## config.mk

```make
export PLATFORM = sky130hd
export DESIGN_NAME = gate_classifier_flat
export DESIGN_NICKNAME = d
export VERILOG_FILES = /design/src/rtl/gate_classifier_if.sv /design/src/rtl/gate_classifier.sv /design/src/flat_wrapper.sv
export SDC_FILE = /design/constraint.sdc
export NUM_CORES = 1
export LEC_CHECK = 0
export BUFFER_PORTS_ARGS = -buffer_cell sky130_fd_sc_hd__buf_2
export CAP_MARGIN = 20
export CORE_MARGIN = 4
export CORE_UTILIZATION = 39
export CTS_CLUSTER_DIAMETER = 120
export DETAILED_ROUTE_END_ITERATION = 16
export PLACE_DENSITY = 0.69
export SKIP_CTS_REPAIR_TIMING = 1
export SYNTH_ARGS = -nofsm -noshare
export SYNTH_HDL_FRONTEND = slang
export SYNTH_SLANG_ARGS = --single-unit
```

## constraint.sdc

```tcl
create_clock -name clk -period 1.6 [get_ports clk]
set_input_delay 0.08 -clock clk [delete_from_list [all_inputs] [get_ports clk]]
set_output_delay 0.08 -clock clk [all_outputs]
set_load 0.1 [all_outputs]
```

## src/rtl/gate_classifier_if.sv

```systemverilog
// Probe-side bundle of gate_classifier: run request, probe drive/return
// from the gate under test, and the classification result.
interface gate_classifier_if;
   logic       start;
   logic       probe_a;
   logic       probe_b;
   logic       probe_y;
   logic       busy;
   logic       done;
   logic [3:0] tt;
   logic [2:0] gate_id;
   logic       unstable;

   modport master (
      output start, probe_y,
      input  probe_a, probe_b, busy, done, tt, gate_id, unstable
   );

   modport slave (
      input  start, probe_y,
      output probe_a, probe_b, busy, done, tt, gate_id, unstable
   );
endinterface

```

## src/rtl/gate_classifier.sv

```systemverilog
// Sweeps the four input vectors onto an unknown 2-input gate, builds its truth
// table and decodes the gate. GATE_CLASSIFIER_CHECK_EN adds a second verifying sweep.
//
// state  | meaning
// IDLE   | waiting for start, probes at 0, results held
// DRIVE  | probe vector idx held for SETTLE cycles, sampled on the last one
// FINISH | one cycle: done pulse, new results visible, start accepted
module gate_classifier #(
   parameter int SETTLE = 1
) (
   input  logic          clk,
   input  logic          rst,
   gate_classifier_if.slave bus
);
   localparam int CW = (SETTLE < 1) ? 1 : $clog2(SETTLE + 1);
   localparam logic [CW-1:0] CNT_LOAD = CW'(SETTLE - 1);

   typedef enum logic [1:0] {S_IDLE, S_DRIVE, S_FINISH} state_t;

   state_t        state_q, state_d;
   logic [1:0]    idx_q, idx_d;
   logic [CW-1:0] cnt_q, cnt_d;
   logic [3:0]    scr_q, scr_d;
   logic [3:0]    tt_q, tt_d;
   logic [2:0]    gid_q, gid_d;
   logic [3:0]    scr_cap;
   logic          last_pass;
`ifdef GATE_CLASSIFIER_CHECK_EN
   logic          pass_q, pass_d;
   logic [3:0]    first_q, first_d;
   logic          unstable_q, unstable_d;
`endif

   function automatic logic [2:0] decode(input logic [3:0] t);
      case (t)
         4'b1000: decode = 3'd0;
         4'b1110: decode = 3'd1;
         4'b0111: decode = 3'd2;
         4'b0001: decode = 3'd3;
         4'b0110: decode = 3'd4;
         4'b1001: decode = 3'd5;
         4'b0011: decode = 3'd6;
         default: decode = 3'd7;
      endcase
   endfunction

   always_comb begin
      state_d = state_q;
      idx_d   = idx_q;
      cnt_d   = cnt_q;
      scr_d   = scr_q;
      tt_d    = tt_q;
      gid_d   = gid_q;
      scr_cap = scr_q;
      scr_cap[idx_q] = bus.probe_y;
`ifdef GATE_CLASSIFIER_CHECK_EN
      pass_d     = pass_q;
      first_d    = first_q;
      unstable_d = unstable_q;
      last_pass  = pass_q;
`else
      last_pass  = 1'b1;
`endif
      case (state_q)
         S_IDLE, S_FINISH: begin
            state_d = S_IDLE;
            if (bus.start) begin
               state_d = S_DRIVE;
               idx_d   = 2'd0;
               cnt_d   = CNT_LOAD;
`ifdef GATE_CLASSIFIER_CHECK_EN
               pass_d  = 1'b0;
`endif
            end
         end
         S_DRIVE: begin
            if (cnt_q != '0) begin
               cnt_d = cnt_q - CW'(1);
            end else begin
               scr_d = scr_cap;
               cnt_d = CNT_LOAD;
               if (idx_q != 2'd3) begin
                  idx_d = idx_q + 2'd1;
               end else if (!last_pass) begin
`ifdef GATE_CLASSIFIER_CHECK_EN
                  pass_d  = 1'b1;
                  first_d = scr_cap;
`endif
                  idx_d   = 2'd0;
               end else begin
                  // results are loaded as FINISH is entered so they appear with done
                  state_d = S_FINISH;
                  tt_d    = scr_cap;
`ifdef GATE_CLASSIFIER_CHECK_EN
                  unstable_d = (scr_cap != first_q);
                  gid_d      = (scr_cap != first_q) ? 3'd7 : decode(scr_cap);
`else
                  gid_d      = decode(scr_cap);
`endif
               end
            end
         end
         default: state_d = S_IDLE;
      endcase
   end

   always_ff @(posedge clk or posedge rst) begin
      if (rst) begin
         state_q <= S_IDLE;
         idx_q   <= 2'd0;
         cnt_q   <= '0;
         scr_q   <= 4'b0000;
         tt_q    <= 4'b0000;
         gid_q   <= 3'd7;
      end else begin
         state_q <= state_d;
         idx_q   <= idx_d;
         cnt_q   <= cnt_d;
         scr_q   <= scr_d;
         tt_q    <= tt_d;
         gid_q   <= gid_d;
      end
   end

`ifdef GATE_CLASSIFIER_CHECK_EN
   always_ff @(posedge clk or posedge rst) begin
      if (rst) begin
         pass_q     <= 1'b0;
         first_q    <= 4'b0000;
         unstable_q <= 1'b0;
      end else begin
         pass_q     <= pass_d;
         first_q    <= first_d;
         unstable_q <= unstable_d;
      end
   end
   assign bus.unstable = unstable_q;
`else
   assign bus.unstable = 1'b0;
`endif

   assign bus.busy    = (state_q == S_DRIVE);
   assign bus.done    = (state_q == S_FINISH);
   assign bus.probe_a = (state_q == S_DRIVE) ? idx_q[1] : 1'b0;
   assign bus.probe_b = (state_q == S_DRIVE) ? idx_q[0] : 1'b0;
   assign bus.tt      = tt_q;
   assign bus.gate_id = gid_q;
endmodule

```

## src/flat_wrapper.sv

```systemverilog
// flat-port wrapper written by rule: the top's interface ports become plain ports
module gate_classifier_flat 
#(
   parameter int SETTLE = 1
)
  (clk, rst, bus_start, bus_probe_y, bus_probe_a, bus_probe_b, bus_busy, bus_done, bus_tt, bus_gate_id, bus_unstable);
  gate_classifier_if bus_i ();
  input  logic clk;
  input  logic rst;
  input wire logic [$bits(bus_i.start)-1:0] bus_start;
  input wire logic [$bits(bus_i.probe_y)-1:0] bus_probe_y;
  output wire logic [$bits(bus_i.probe_a)-1:0] bus_probe_a;
  output wire logic [$bits(bus_i.probe_b)-1:0] bus_probe_b;
  output wire logic [$bits(bus_i.busy)-1:0] bus_busy;
  output wire logic [$bits(bus_i.done)-1:0] bus_done;
  output wire logic [$bits(bus_i.tt)-1:0] bus_tt;
  output wire logic [$bits(bus_i.gate_id)-1:0] bus_gate_id;
  output wire logic [$bits(bus_i.unstable)-1:0] bus_unstable;
  assign bus_i.start = bus_start;
  assign bus_i.probe_y = bus_probe_y;
  assign bus_probe_a = bus_i.probe_a;
  assign bus_probe_b = bus_i.probe_b;
  assign bus_busy = bus_i.busy;
  assign bus_done = bus_i.done;
  assign bus_tt = bus_i.tt;
  assign bus_gate_id = bus_i.gate_id;
  assign bus_unstable = bus_i.unstable;
  gate_classifier #(.SETTLE(SETTLE)) u_core (.clk(clk), .rst(rst), .bus(bus_i));
endmodule
```

==> results of run 1 <==
[kinds of logic after synthesis]
kind of cell	Yosys count	share of synthesized area (%)
other cells	1	0.4850
simple gates	24	14.56
xor+xnor	2	2.266
compound gates	12	10.36
mux	7	11.49
fa+ha+maj	4	6.473
flops	15	49.03
buf+inv	10	5.341
[registers in the layout (all words and copies together) (netlist names)]
name and flops:
u_core.bus.gate_id 3, u_core.state_q 2, u_core.idx_q 2, u_core.scr_q 4, u_core.bus.tt 4
[through the flow]
step / utilization [%] / std cells / area, um2 / hold slack (ns) / TNS [ns]
3_5_place_dp: 51.39 / 113 / 925.9 / 0.1600 / 0
4_1_cts: 52.85 / 117 / 952.2 / -0.1487 / -0.02627
2_1_floorplan: - / 75 / 780.7 / -0.02067 / -0.8499
3_3_place_gp: 51.39 / 113 / 925.9 / 0.1515 / 0
6_report: 57.71 / 122 / 1040 / 0.06504 / 0
5_1_grt: 57.71 / 122 / 1040 / 0.06364 / -0.004030
[worst max path at each step]
stage / endpoint / slack [ns] / cells after the start
3_3_place_gp: u_core.bus.gate_id[0] / 0.05 / 5
4_1_cts: u_core.bus.gate_id[0] / -0.03 / 5
2_1_floorplan: bus_probe_a / -0.42 / 3
5_1_grt: u_core.bus.gate_id[0] / -0.004 / 6
6_report: u_core.bus.gate_id[1] / 0.08 / 5
3_5_place_dp: u_core.bus.gate_id[0] / 0.01 / 5
[synthesized netlist by cell type]
cell / count / area [um2]
a211oi_1: 1 / 7.510
a21o_1: 1 / 7.510
a2bb2oi_1: 1 / 8.760
a31oi_1: 1 / 6.260
and3_1: 2 / 12.51
and4_4: 1 / 11.26
buf_4: 1 / 7.510
clkbuf_1: 2 / 7.510
conb_1: 1 / 3.750
dfrtp_1: 12 / 300.3
dfstp_2: 3 / 78.83
ha_1: 4 / 50.05
inv_1: 7 / 26.28
mux2_2: 2 / 22.52
mux2_4: 1 / 15.01
mux2i_1: 1 / 10.01
mux2i_2: 3 / 41.29
nand2_1: 14 / 52.55
nand2b_1: 1 / 6.260
nand3b_1: 1 / 7.510
nor2_1: 3 / 11.26
nor2b_1: 1 / 6.260
nor3_1: 1 / 5.000
o21ai_0: 4 / 20.02
o21ai_1: 2 / 10.01
o31ai_1: 1 / 7.510
o31ai_2: 1 / 12.51
xnor2_1: 2 / 17.52
[area by class of cell]
class / instances / area [um2]
repair buffers: 21 / 170.2
inverters: 7 / 30.03
flip-flops and latches: 15 / 380.4
multi-input cells: 50 / 401.6
fillers: 149 / 762.0
clock buffers: 4 / 26.28
well taps: 25 / 31.28
[metal layers]
layer | up-vias | wire, um | GRT usage (%)
li1 | 295 | - | -
met1 | 282 | 671 | 14.67
met2 | 15 | 773 | 19.42
met3 | 4 | 78 | 2.564
met4 | 0 | 19 | 6.383
met5 | - | 0 | 0
[worst register-to-register path: cells and delay by family (launching register included)]
family	cells	cell delay, ns
adder cells (fa/ha/maj)	1	0.22
multiplexers	1	0.33
AO/OA/AOI/OAI	1	0.18
AND/OR/NAND/NOR	1	0.17
buffers and inverters	1	0.09
flip-flops	1	0.45
[cell usage in the layout, fill, tap and decap left out, drive strengths merged, types with 2 or more instances in the layout]
cell type	instances
inv	6
nor2	3
o21ai	6
xnor2	2
mux2	3
o31ai	2
dfstp	3
clkbuf	4
nand2	14
mux2i	4
and3	2
ha	4
buf	20
dfrtp	12
==> run metrics, run 1 <==
crit path time final=1.521 ns; Vias=596; post-synthesis register bit count=15; Die Area=0.002759 mm2; Routed WL=1543 um; Worst Path Buf+Inv=1; CTS Sinks=15; post-DR wirelength/cell=12.65 um; max frequency=657.5 MHz; Num CTS Buffers=3; H-tree depth=1; Final Skew=0.0008324 ns; clk root buf=clkbuf_4; Setup WS pre-CTS=0.01035 ns; Iter 0 DRT Violations=6; # diodes=0; Worst setup startpoint=u_core.idx_q[0]; vias in the first global route=557; register area share after synthesis=49.03%; Worst Setup End Kind=flop; worst-margin pin slew=0.5591 ns; Post-Syn Instances=75; Avg Vias per Cell=4.885; GP Congestion=0.7653; status=complete, no violations; final net count=106; area growth from synthesis to layout=34.47%; CP Launch Type=flop; Critical Path AT=1.72 ns; # rows=15; pin count of the biggest net entering global routing=16; delay-heaviest family, CP=flip-flops; max-cap viol count=0; die height=52.53 um; critical path class=flop to flop; share of cells above drive strength 1=44.33%; worst skew pair latency=0.27 ns; final period utilization=95.05%; Slew HR=62.68%; CTS clk-pin slew, worst paths=0.09 ns; count of cell types in the netlist=28; worst hold start=bus_start; Avg Cell Area, Syn=10.31 um2; Syn. warnings=0; Routed Antenna Nets=0; RR Startpoint=u_core.idx_q[0]; CTS tree=yes; Core Region=0.001802 mm2; router iterations before antenna repair=3; Hold Vio Cnt, Final=0; worst min-delay path class=input port to flop; I/O pin total=16; Final HPWL DP=1075 um; I/O Buffers=14; first-pass GRT wire length=2339 um; die width=52.53 um; worst hold path endpoint=u_core.state_q[0]; Mapped Area=773.2 um2; CP required=1.80 ns; maximum root-to-sink buffer count=2; WHS Path Cells=3; initial antenna violation count=0; syn_nets=83; initial core utilization=42.92%; R2R Path End=u_core.bus.gate_id[1]; slack of the critical path=0.07919 ns; slowest CP cell=dfrtp_2; flop2flop setup slack=0.08 ns; Global Route Usage Sum=11.97%; fin. max-slew vios=0; Worst R2R Path Depth=5; # setup viols final=0; Crit path largest cell delay=0.45 ns; CP Cell Sequence=inv_2 -> ha_2 -> mux2_2 -> and3_1 -> o31ai_2; Max Fanout on Critical Path=5; Residual DRC=0; total grt overflow=0
Power of run 1 is left out: the tool's default activity adds up to more than one toggle a clock period on the data nets, which glitch-free logic cannot reach.
==> run 2: changes to the inputs <==
- CAP_MARGIN: 20 -> not set
- PLACE_DENSITY: 0.69 -> 0.71
- clock period: 1.6 -> 1.2 ns (I/O delays scaled with it)
==> run 2 against run 1 <==
Compared with the run above:
- register-to-register slack worse by 0.36 ns
- die area is the same
- final cell count rose by 9.0%
- the flow now finishes with violations (negative setup slack)
- routed wire length increased by 27%
- sequential share of layout area shrank 7.4 points
- sequential cell count stayed put
- critical path type unchanged
- global-route usage is 2.4 points higher
==> run metrics, run 2 (synthesis results as in run 1) <==
violated checks=negative setup slack; Num CTS Buffers=3 (unchanged); fin. max-slew vios=0 (unchanged); Avg Vias per Cell=4.669 (-4.4%); clk root buf=clkbuf_4; Slew HR=62.20% (-0.49 points); H-tree depth=1 (unchanged); first-pass GRT wire length=2877 um (+23%); Global Route Usage Sum=14.37% (+2.4 points); CP required=1.41 ns (-0.39 ns); R2R Path End=u_core.bus.gate_id[1]; slack of the critical path=-0.2776 ns (-0.3567 ns); vias in the first global route=688 (+24%); Hold Vio Cnt, Final=0 (unchanged); Iter 0 DRT Violations=3 (-3); Vias=621 (+4.2%); Residual DRC=0 (unchanged); worst min-delay path class=input port to flop; Post-Layout Inst Area=0.001311 mm2 (+26%); final period utilization=123.1% (+28 points); status=complete, but fails checks; Critical Path AT=1.69 ns (-0.03 ns); pin count of the biggest net entering global routing=16 (unchanged); initial core utilization=42.92% (unchanged); I/O Buffers=14 (unchanged); Max Fanout on Critical Path=4 (-1); max frequency=676.8 MHz (+2.9%); worst hold path endpoint=u_core.state_q[0]; max-cap viol count=0 (unchanged); final net count=117 (+10%); GP Congestion=0.7345 (-4.0%); CTS clk-pin slew, worst paths=0.10 ns (about the same); worst hold start=bus_start; Worst setup startpoint=u_core.idx_q[0]; CTS Sinks=15 (unchanged); initial antenna violation count=0 (unchanged); router iterations before antenna repair=4 (+1); Die Area=0.002759 mm2 (unchanged); CP Launch Type=flop; maximum root-to-sink buffer count=2 (unchanged); Core Region=0.001802 mm2 (unchanged); crit path time final=1.478 ns (-0.04326 ns); I/O pin total=16 (unchanged); area growth from synthesis to layout=69.58%; most frequent cells in the layout=13 x nand2_1, 12 x buf_4, 9 x dfrtp_1; Worst R2R Path Depth=5 (unchanged); most common cell after layout, fill and taps aside=nand2_1; worst-margin pin slew=0.5664 ns (+0.007316 ns); Routed Antenna Nets=0 (unchanged); post-DR wirelength/cell=14.73 um (+16%); # setup viols final=17 (+17); unrepaired setup endpoints after global routing=true; WHS=0.03033 ns (-0.03472 ns); critical path class=flop to flop; die height=52.53 um (unchanged); # rows=15 (unchanged); flop2flop setup slack=-0.28 ns (-0.36 ns); Filler cells=133 (-11%); Final HPWL DP=1302 um (+21%); die width=52.53 um (unchanged); Final Skew=0.01023 ns (+0.009398 ns); share of cells above drive strength 1=60.19% (+16 points); placed cell areas=0.001126 mm2 (+22%); # diodes=0 (unchanged); Worst Setup End Kind=flop; total grt overflow=0 (unchanged); CTS tree=yes; Routed WL=1959 um (+27%); RR Startpoint=u_core.idx_q[0]; WHS Path Cells=3 (unchanged); worst skew pair latency=0.28 ns (about the same)
run 2: changes by cell type in the layout (fill, tap and decap cells not counted), moves of 3 or more:
cell    delta
buf_12     +4
buf_2      -4
buf_4      +6
buf_6      +5
ha_2       -3
ha_4       +3
run 2: through the flow:
step	worst slack, ns	instances	util [%]	setup TNS, ns
after global placement	-0.2735	121	62.50	-1.426
final	-0.2776	133	72.78	-2.383
after CTS	-0.3181	125	64.03	-2.907
after detailed placement	-0.3094	121	62.50	-2.144
after global routing	-0.3515	133	72.78	-3.451
after floorplan	-0.2323	75	-	-1.067
run 2: worst max-delay path by stage:
stage / end / depth (start not counted)
floorplan: u_core.bus.gate_id[1] / 5
global placement: u_core.bus.gate_id[0] / 5
detailed placement: u_core.bus.gate_id[0] / 5
CTS: u_core.bus.gate_id[0] / 5
global route: u_core.bus.gate_id[0] / 5
finish: u_core.bus.gate_id[1] / 5
run 2: worst max-delay path: stages (launching register included):
cell     delay (ns)
dfrtp_2        0.45
buf_4          0.15
ha_4           0.15
mux2_2         0.34
and3_4         0.17
o31ai_4        0.16
run 2: final cells by class:
class                      instances  area (um2)  area share [%]
clock inverter                     1       5.005          0.3817
clock buffer                       3       22.52           1.718
inverter                           7       35.03           2.672
tap                               25       31.28           2.385
sequential                        15       382.9           29.20
multi-input combinational         50       503.0           38.36
timing repair buffer              32       331.6           25.29
run 2: routing by layer:
layer  routed length (um)  GRT usage [%]
met3                   45          2.564
met4                   17          6.383
met2                 1034          24.38
met5                    0              0
met1                  862          17.56
Power of run 2 is left out for the same reason.
